`src/rtl/prefix_add_sequencer.sv`:
```
// ============================================================================
// prefix_add_sequencer : multi-precision add/sub, one 16-bit prefix adder,
//                        one slice per cycle, LSB slice first
// Revision: 1.0
// ============================================================================
`timescale 1ns/1ps
`default_nettype none

module prefix_adder (
  input  logic [15:0] i_a,
  input  logic [15:0] i_b,
  input  logic        i_cin,
  output logic [15:0] o_sum,
  output logic        o_cout
);

  logic [4:0][15:0] w_g;
  logic [4:0][15:0] w_p;
  logic [16:0]      w_c;

  assign w_g[0] = i_a & i_b;
  assign w_p[0] = i_a ^ i_b;

  // Kogge-Stone: after level l each bit holds the group (G,P) over 2^(l+1) bits
  genvar l, i;
  generate
    for (l = 0; l < 4; l++) begin : g_level
      for (i = 0; i < 16; i++) begin : g_bit
        if (i >= (1 << l)) begin : g_merge
          assign w_g[l+1][i] = w_g[l][i] | (w_p[l][i] & w_g[l][i-(1<<l)]);
          assign w_p[l+1][i] = w_p[l][i] & w_p[l][i-(1<<l)];
        end else begin : g_pass
          assign w_g[l+1][i] = w_g[l][i];
          assign w_p[l+1][i] = w_p[l][i];
        end
      end
    end

    assign w_c[0] = i_cin;
    for (i = 0; i < 16; i++) begin : g_carry
      assign w_c[i+1] = w_g[4][i] | (w_p[4][i] & i_cin);
    end
  endgenerate

  assign o_sum  = w_p[0] ^ w_c[15:0];
  assign o_cout = w_c[16];

endmodule

module prefix_add_sequencer #(
  parameter int WORDS = 4
) (
  input  logic                clk,
  input  logic                rst,
  input  logic                in_valid,
  output logic                in_ready,
  input  logic [16*WORDS-1:0] in_a,
  input  logic [16*WORDS-1:0] in_b,
  input  logic                in_op,
  input  logic                in_cin,
  output logic                out_valid,
  input  logic                out_ready,
  output logic [16*WORDS-1:0] out_sum,
  output logic                out_cout,
  output logic                out_ovf
);

  localparam int W  = 16 * WORDS;
  localparam int IW = (WORDS > 1) ? $clog2(WORDS) : 1;
  localparam logic [IW-1:0] c_LAST_IDX = IW'(WORDS - 1);

  typedef enum logic [1:0] {
    S_IDLE = 2'd0,
    S_RUN  = 2'd1,
    S_DONE = 2'd2
  } state_t;

  state_t          r_state;
  state_t          w_next;
  logic [W-1:0]    r_a;
  logic [W-1:0]    r_b;
  logic            r_op;
  logic            r_carry;
  logic [IW-1:0]   r_idx;
  logic [W-1:0]    r_res;
  logic [IW+3:0]   w_base;
  logic [15:0]     w_a_sl;
  logic [15:0]     w_b_sl;
  logic [15:0]     w_sum;
  logic            w_cout;
  logic            w_last;
  logic [W-1:0]    w_final;

  always_ff @(posedge clk or posedge rst) begin
    if (rst) r_state <= S_IDLE;
    else     r_state <= w_next;
  end

  always_comb begin
    w_next    = r_state;
    in_ready  = 1'b0;
    out_valid = 1'b0;
    case (r_state)
      S_IDLE: begin
        in_ready = 1'b1;
        if (in_valid) w_next = S_RUN;
      end
      S_RUN: begin
        if (r_idx == c_LAST_IDX) w_next = S_DONE;
      end
      S_DONE: begin
        out_valid = 1'b1;
        if (out_ready) w_next = S_IDLE;
      end
      default: w_next = S_IDLE;
    endcase
  end

  assign w_base = {r_idx, 4'b0000};
  assign w_a_sl = r_a[w_base +: 16];
  // Subtraction is A + ~B + ~borrow; the inverted borrow is loaded at accept
  assign w_b_sl = r_b[w_base +: 16] ^ {16{r_op}};
  assign w_last = (r_state == S_RUN) && (r_idx == c_LAST_IDX);

  prefix_adder u_adder (
    .i_a    (w_a_sl),
    .i_b    (w_b_sl),
    .i_cin  (r_carry),
    .o_sum  (w_sum),
    .o_cout (w_cout)
  );

  always_comb begin
    w_final = r_res;
    w_final[w_base +: 16] = w_sum;
  end

  always_ff @(posedge clk or posedge rst) begin
    if (rst) begin
      r_a      <= '0;
      r_b      <= '0;
      r_op     <= 1'b0;
      r_carry  <= 1'b0;
      r_idx    <= '0;
      r_res    <= '0;
      out_sum  <= '0;
      out_cout <= 1'b0;
      out_ovf  <= 1'b0;
    end else if (in_valid && in_ready) begin
      r_a     <= in_a;
      r_b     <= in_b;
      r_op    <= in_op;
      r_carry <= in_cin ^ in_op;
      r_idx   <= '0;
    end else if (r_state == S_RUN) begin
      r_res[w_base +: 16] <= w_sum;
      r_carry             <= w_cout;
      if (w_last) begin
        out_sum  <= w_final;
        out_cout <= w_cout ^ r_op;
        out_ovf  <= (w_a_sl[15] == w_b_sl[15]) && (w_sum[15] != w_a_sl[15]);
      end else begin
        r_idx <= r_idx + 1'b1;
      end
    end
  end

endmodule

`default_nettype wire

```
`config.mk`:
```
export PLATFORM = sky130hd
export DESIGN_NAME = prefix_add_sequencer
export DESIGN_NICKNAME = d
export VERILOG_FILES = /design/src/rtl/prefix_add_sequencer.sv
export SDC_FILE = /design/constraint.sdc
export NUM_CORES = 1
export LEC_CHECK = 0
export ABC_CLOCK_PERIOD_IN_PS = 8000
export CORE_ASPECT_RATIO = 2
export CORE_MARGIN = 2
export CORE_UTILIZATION = 49
export CTS_BUF_LIST = sky130_fd_sc_hd__clkbuf_8 sky130_fd_sc_hd__clkbuf_16
export DETAILED_ROUTE_END_ITERATION = 12
export PLACE_DENSITY = 0.77
export SLEW_MARGIN = 10
export SYNTH_ARGS = -nofsm -noshare
export SYNTH_HDL_FRONTEND = slang
export SYNTH_SLANG_ARGS = --single-unit
```
`constraint.sdc`:
```
create_clock -name clk -period 8 [get_ports clk]
set_input_delay 0.8 -clock clk [delete_from_list [all_inputs] [get_ports clk]]
set_output_delay 0.8 -clock clk [all_outputs]
set_load 0.05 [all_outputs]
```
### After elaboration in Yosys (flattened, before gate mapping)

Index checks and enable logic that the tools add are counted.

* register bits: 264
* bits of input ports: 134
* output and inout port bits: 68
* logic and storage cells: 232

* add/subtract/negate cells: 2
* eq/ne operators: 9
* shifts and indexed selects: 4
* mux-type cells: 12
* bitwise operators: 186
* reductions and logical operators: 9

Operator list (count)
* $shiftx 64x7->16: 2
* $and 1x1->1: 114
* $or 1x1->1: 65
* $bwmux 64: 1
* $shift 16x8->64 const A: 1
* $shiftx 16x8->64: 1
* $xor 16x16->16: 3
* $and 16x16->16: 1
* $mux 2: 6
* $neg 6->8: 1
* $pmux 2 s3: 1
* $reduce_and 3->1: 2
* $eq 2x2->1 const B: 2
* $mux 1: 4
* $ne 2x1->1 const B: 2
* $ne 2x2->1 const B: 2
* $reduce_and 2->1: 2
* $logic_and 1x1->1: 3
* $add 2x1->2 const B: 1
* $eq 2x1->1 const B: 1
* $logic_not 2->1: 1
* $reduce_bool 2->1: 1
* $xor 1x1->1: 2
* $eq 1x1->1: 1
* 2 further kinds: 2

### Logic depth before layout (Yosys ltp)

* word-level depth: 14
* mapped depth: 12
* mapped depth without buffers: 9

### Modules after synthesis

A second synthesis with hierarchy kept.

* cells, all modules: 876
* area total of the unflattened synthesis: 11330.9 um^2

By module, submodules not included
* prefix_add_sequencer: times used 1, cells each 770, area each 10551.4 um^2, seq. area each 6206.0 um^2
* prefix_adder: times used 1, cells each 106, area each 779.5 um^2, seq. area each 0.0 um^2

### Worst setup path before layout

No wires, ideal clock.

* path kind: register to register
* start point: register r_idx[0]
* end point: register r_res[14]
* arrival: 3.542 ns
* data required time: 7.879 ns
* setup slack: 4.337 ns
* cell stages (with the launch flop): 12
* path through: dfrtp_1 -> buf_2 -> buf_2 -> buf_2 -> mux4_2 -> ha_1 -> and3_4 -> and2_0 -> a221o_1 -> or3_1 -> and2_1 -> a22o_1

* word-level cells in the longest chain between the ends: 14

Ends and longest elaborated chain
* from (decl): line 84 `logic [IW-1:0] r_idx;`
* from (signal assigned): line 163 `r_idx <= r_idx + 1'b1;`
* $shiftx 64x7->16: line 122 `assign w_b_sl = r_b[w_base +: 16] ^ {16{r_op}};`
* $xor 16x16->16: line 122
* $xor 16x16->16 or $and 16x16->16 (tied branches): line 22, 21
* $and 1x1->1, on equally long branches: line 30, 31
* $or 1x1->1 or $and 1x1->1 (tied branches): line 30 `assign w_g[l+1][i] = w_g[l][i] | (w_p[l][i] & w_g[l][i-(1<<l)]);`
* $and 1x1->1 or $or 1x1->1 (tied branches): line 30
* $or 1x1->1 or $and 1x1->1 (tied branches): line 30
* $and 1x1->1 or $or 1x1->1 (tied branches): line 30
* $or 1x1->1 or $and 1x1->1 (tied branches): line 30
* $or 1x1->1: line 30
* $or 1x1->1: line 41 `assign w_c[i+1] = w_g[4][i] | (w_p[4][i] & i_cin);`
* $xor 16x16->16: line 45 `assign o_sum = w_p[0] ^ w_c[15:0];`
* $shiftx 16x8->64: line 156 `r_res[w_base +: 16] <= w_sum;`
* $bwmux 64 *: line 156
* to (signal, indexed assignment): line 156
* to (decl): line 85 `logic [W-1:0] r_res;`

Every way passes the cells marked *; elsewhere a longest branch is shown, timed or not.
A chain may end at the register's enable or synchronous reset.

### Final worst setup path

* start point: register r_idx[0]
* end point: register r_res[58]

The elaborated chain is that of the path after synthesis.

==> results.sh <==
export IMPL_synth_edf_count=0
export IMPL_outcome="finished clean"
export IMPL_grt_pass1_wl_um=51500
export IMPL_ys_flop_type="dfrtp_1"
export IMPL_clkTransAtPathRegs_ps=70
export IMPL_end_kind="register"
export IMPL_ioPinCount=202
export IMPL_vias=8796
export IMPL_h_tree_depth=1
export IMPL_grt_pass1_vias=9343
export IMPL_hpwl_um=23100
export IMPL_worstPathRequired_ps=8390
export IMPL_syn_area_mm2=0.0122
export IMPL_grt_use_met1_pct=30.5
export IMPL_cts_resized=0
export IMPL_fp_dieArea_mm2=0.0263
export IMPL_ant_nets=0
export IMPL_die_y_um=228
export IMPL_avgSynthCellArea_um2=12.5
export IMPL_io_buffers=201
export IMPL_postSynthCellCount=982
export IMPL_cts_sinks=264
export IMPL_root_buffer="clkbuf_16"
export IMPL_grt_max_degree=185
export IMPL_rsz0062_at_grt="false"
export IMPL_hold_depth=2
export IMPL_grt_util_met2_pct=45.0
export IMPL_cts_buffers=24
export IMPL_syn_to_final_growth_pct=25.1
export IMPL_vias_per_cell=5.85
export IMPL_diodes=0
export IMPL_cap_violations=0
export IMPL_cp_start_kind="register"
export IMPL_finalSetupViolations=0
export IMPL_drt_iter0_markers=630
export IMPL_ys_warn_count=0
export IMPL_crit_arrival_ps=4660
export IMPL_slew_violations=0
export IMPL_finalHoldViolCount=0
export IMPL_grt_overflow_total=0
export IMPL_slew_headroom_pct=21.1
export IMPL_hp_class="reg -> reg"
export IMPL_antenna_found_initial=0
export IMPL_synth_async_reset_ratio_pct=100
export IMPL_tritoncts="yes"
export IMPL_drt_wl_total_um=32600
export IMPL_clock_latency_ps=540
export IMPL_busiest_layer="met2"
export IMPL_grtUsageTotal_pct=25.5
export IMPL_holdBufCountCts=0
export IMPL_period_minus_slack_ps=4270
export IMPL_layout_common_cells="dfrtp_1 (263), clkdlybuf4s50_1 (201), mux2_2 (130)"
export IMPL_synth_fp_nets=1140
export IMPL_fill_cells=2012
export IMPL_tightest_slew_ps=1180
export IMPL_layout_nets=1313
export IMPL_core_area_mm2=0.0245
export IMPL_drtPass1Iterations=5
export IMPL_start_util_pct=49.9
export IMPL_min_period_over_period_pct=53.3
export IMPL_synth_seq_cells=264
export IMPL_final_common_cell="dfrtp_1"
export IMPL_drive_above_1_share_pct=19.2
export IMPL_worst_setup_path_type="reg -> reg"
export IMPL_gp_congestion=0.905
export IMPL_fmax_mhz=234
export IMPL_wl_per_cell_um=21.7
export IMPL_postCtsSetupRepairBufs=0
export IMPL_drcViolationCount=0
export IMPL_finClkSkew_ps=21.7
export IMPL_ys_types=54
export IMPL_tns_ps=0
export IMPL_crit_path_max_fanout=23
export IMPL_die_w_um=116
export IMPL_cts_buffer_depth=3
export IMPL_reg2reg_depth=10
export IMPL_rows=81
export IMPL_yosysSeqAreaShare_pct=54.0
export IMPL_use_met3_pct=2.72
-- final cells by class --
class                           instances  area [um^2]  share of cell area (%)
Sequential cell                       264         6610                    43.1
Multi-Input combinational cell        636         5310                    34.7
Timing Repair Buffer                  211         2100                    13.7
Clock buffer                           30          694                    4.53
Tap cell                              332          415                    2.71
Clock inverter                         13          118                   0.768
Inverter                               18         71.3                   0.466
-- final timing paths --
path                                        from                       to  slack, ps
max                         r_idx[0]$_DFFE_PP0P_    r_res[58]$_DFFE_PP0P_       3730
min                        r_res[43]$_DFFE_PP0P_    r_res[43]$_DFFE_PP0P_        470
max reg2reg                 r_idx[0]$_DFFE_PP0P_    r_res[58]$_DFFE_PP0P_       3730
min reg2reg                r_res[43]$_DFFE_PP0P_    r_res[43]$_DFFE_PP0P_        470
max in group asynchronous                    rst      r_b[11]$_DFFE_PP0P_       5520
min in group asynchronous                    rst  out_sum[27]$_DFFE_PP0P_        870
-- stage by stage --
step	instances	util (%)	cell area [um^2]	setup slack [ps]	hold WS (ps)
2_1_floorplan	982	-	12200	3720	442
4_1_cts	1504	62.4	15300	3740	477
6_report	1504	62.4	15300	3730	475
5_1_grt	1504	62.4	15300	3380	509
3_3_place_gp	1461	59.1	14500	3840	454
3_5_place_dp	1461	59.1	14500	3770	463
-- critical path, cell delays in order (launching register included) --
cell and delay (ps):
dfrtp_2 740, buf_4 490, mux4_2 580, xor2_1 160
ha_1 450, a21oi_1 200, o21ai_0 100, a31oi_1 400
o21ai_0 220, xnor2_1 570, o21ai_0 210
-- logic make-up (layout without fill, tap and decap cells) --
| family | after synthesis | count (layout) | synth area share (%) |
|---|---|---|---|
| flops | 264 | 264 | 54.0 |
| buf+inv | 82 | 272 | 2.71 |
| compound gates | 205 | 205 | 12.4 |
| simple gates | 211 | 211 | 8.08 |
| mux | 167 | 167 | 18.3 |
| xor+xnor | 29 | 29 | 2.08 |
| fa+ha+maj | 24 | 24 | 2.51 |
-- per-layer routing --
layer	wire length [um]	vias to the layer above	share of wire, %
met1	11600	4364	36
li1	-	3978	-
met2	17400	363	54
met4	1770	0	5.4
met5	0	-	0
met3	1780	91	5.4
-- registers in the layout, summed over array words and instances, names as in the netlist, 2 cells and up --
| register | cells |
|---|---|
| r_a | 64 |
| r_idx | 2 |
| out_sum | 64 |
| r_res | 64 |
| r_b | 64 |
| r_state | 2 |
-- synth_stat cells, types with 3 or more instances --
library cell / count / area share, %
and3_1: 38 / 1.9
and2_1: 6 / 0.31
a21oi_1: 34 / 1.4
nor3_1: 3 / 0.12
mux4_2: 32 / 5.9
o21ai_0: 46 / 1.9
buf_2: 11 / 0.45
o211ai_1: 4 / 0.25
xnor2_1: 8 / 0.57
or3_1: 3 / 0.15
nand3_1: 13 / 0.53
o2111ai_1: 5 / 0.36
xor2_1: 21 / 1.5
a221oi_1: 29 / 2.1
nand2b_1: 3 / 0.15
nand2_1: 53 / 1.6
buf_1: 7 / 0.21
nor2b_1: 3 / 0.15
a22oi_1: 3 / 0.18
mux2i_1: 5 / 0.41
ha_1: 23 / 2.4
o21ai_2: 3 / 0.21
clkbuf_1: 43 / 1.3
inv_1: 18 / 0.55
a32oi_1: 4 / 0.29
a21o_1: 6 / 0.37
nor2_1: 77 / 2.4
a221o_1: 9 / 0.74
mux2_2: 130 / 12
a22o_1: 48 / 3.4
dfrtp_1: 264 / 54
Power is not shown: default switching activity piles up to over one toggle a cycle in this logic, so the estimate is an artifact.
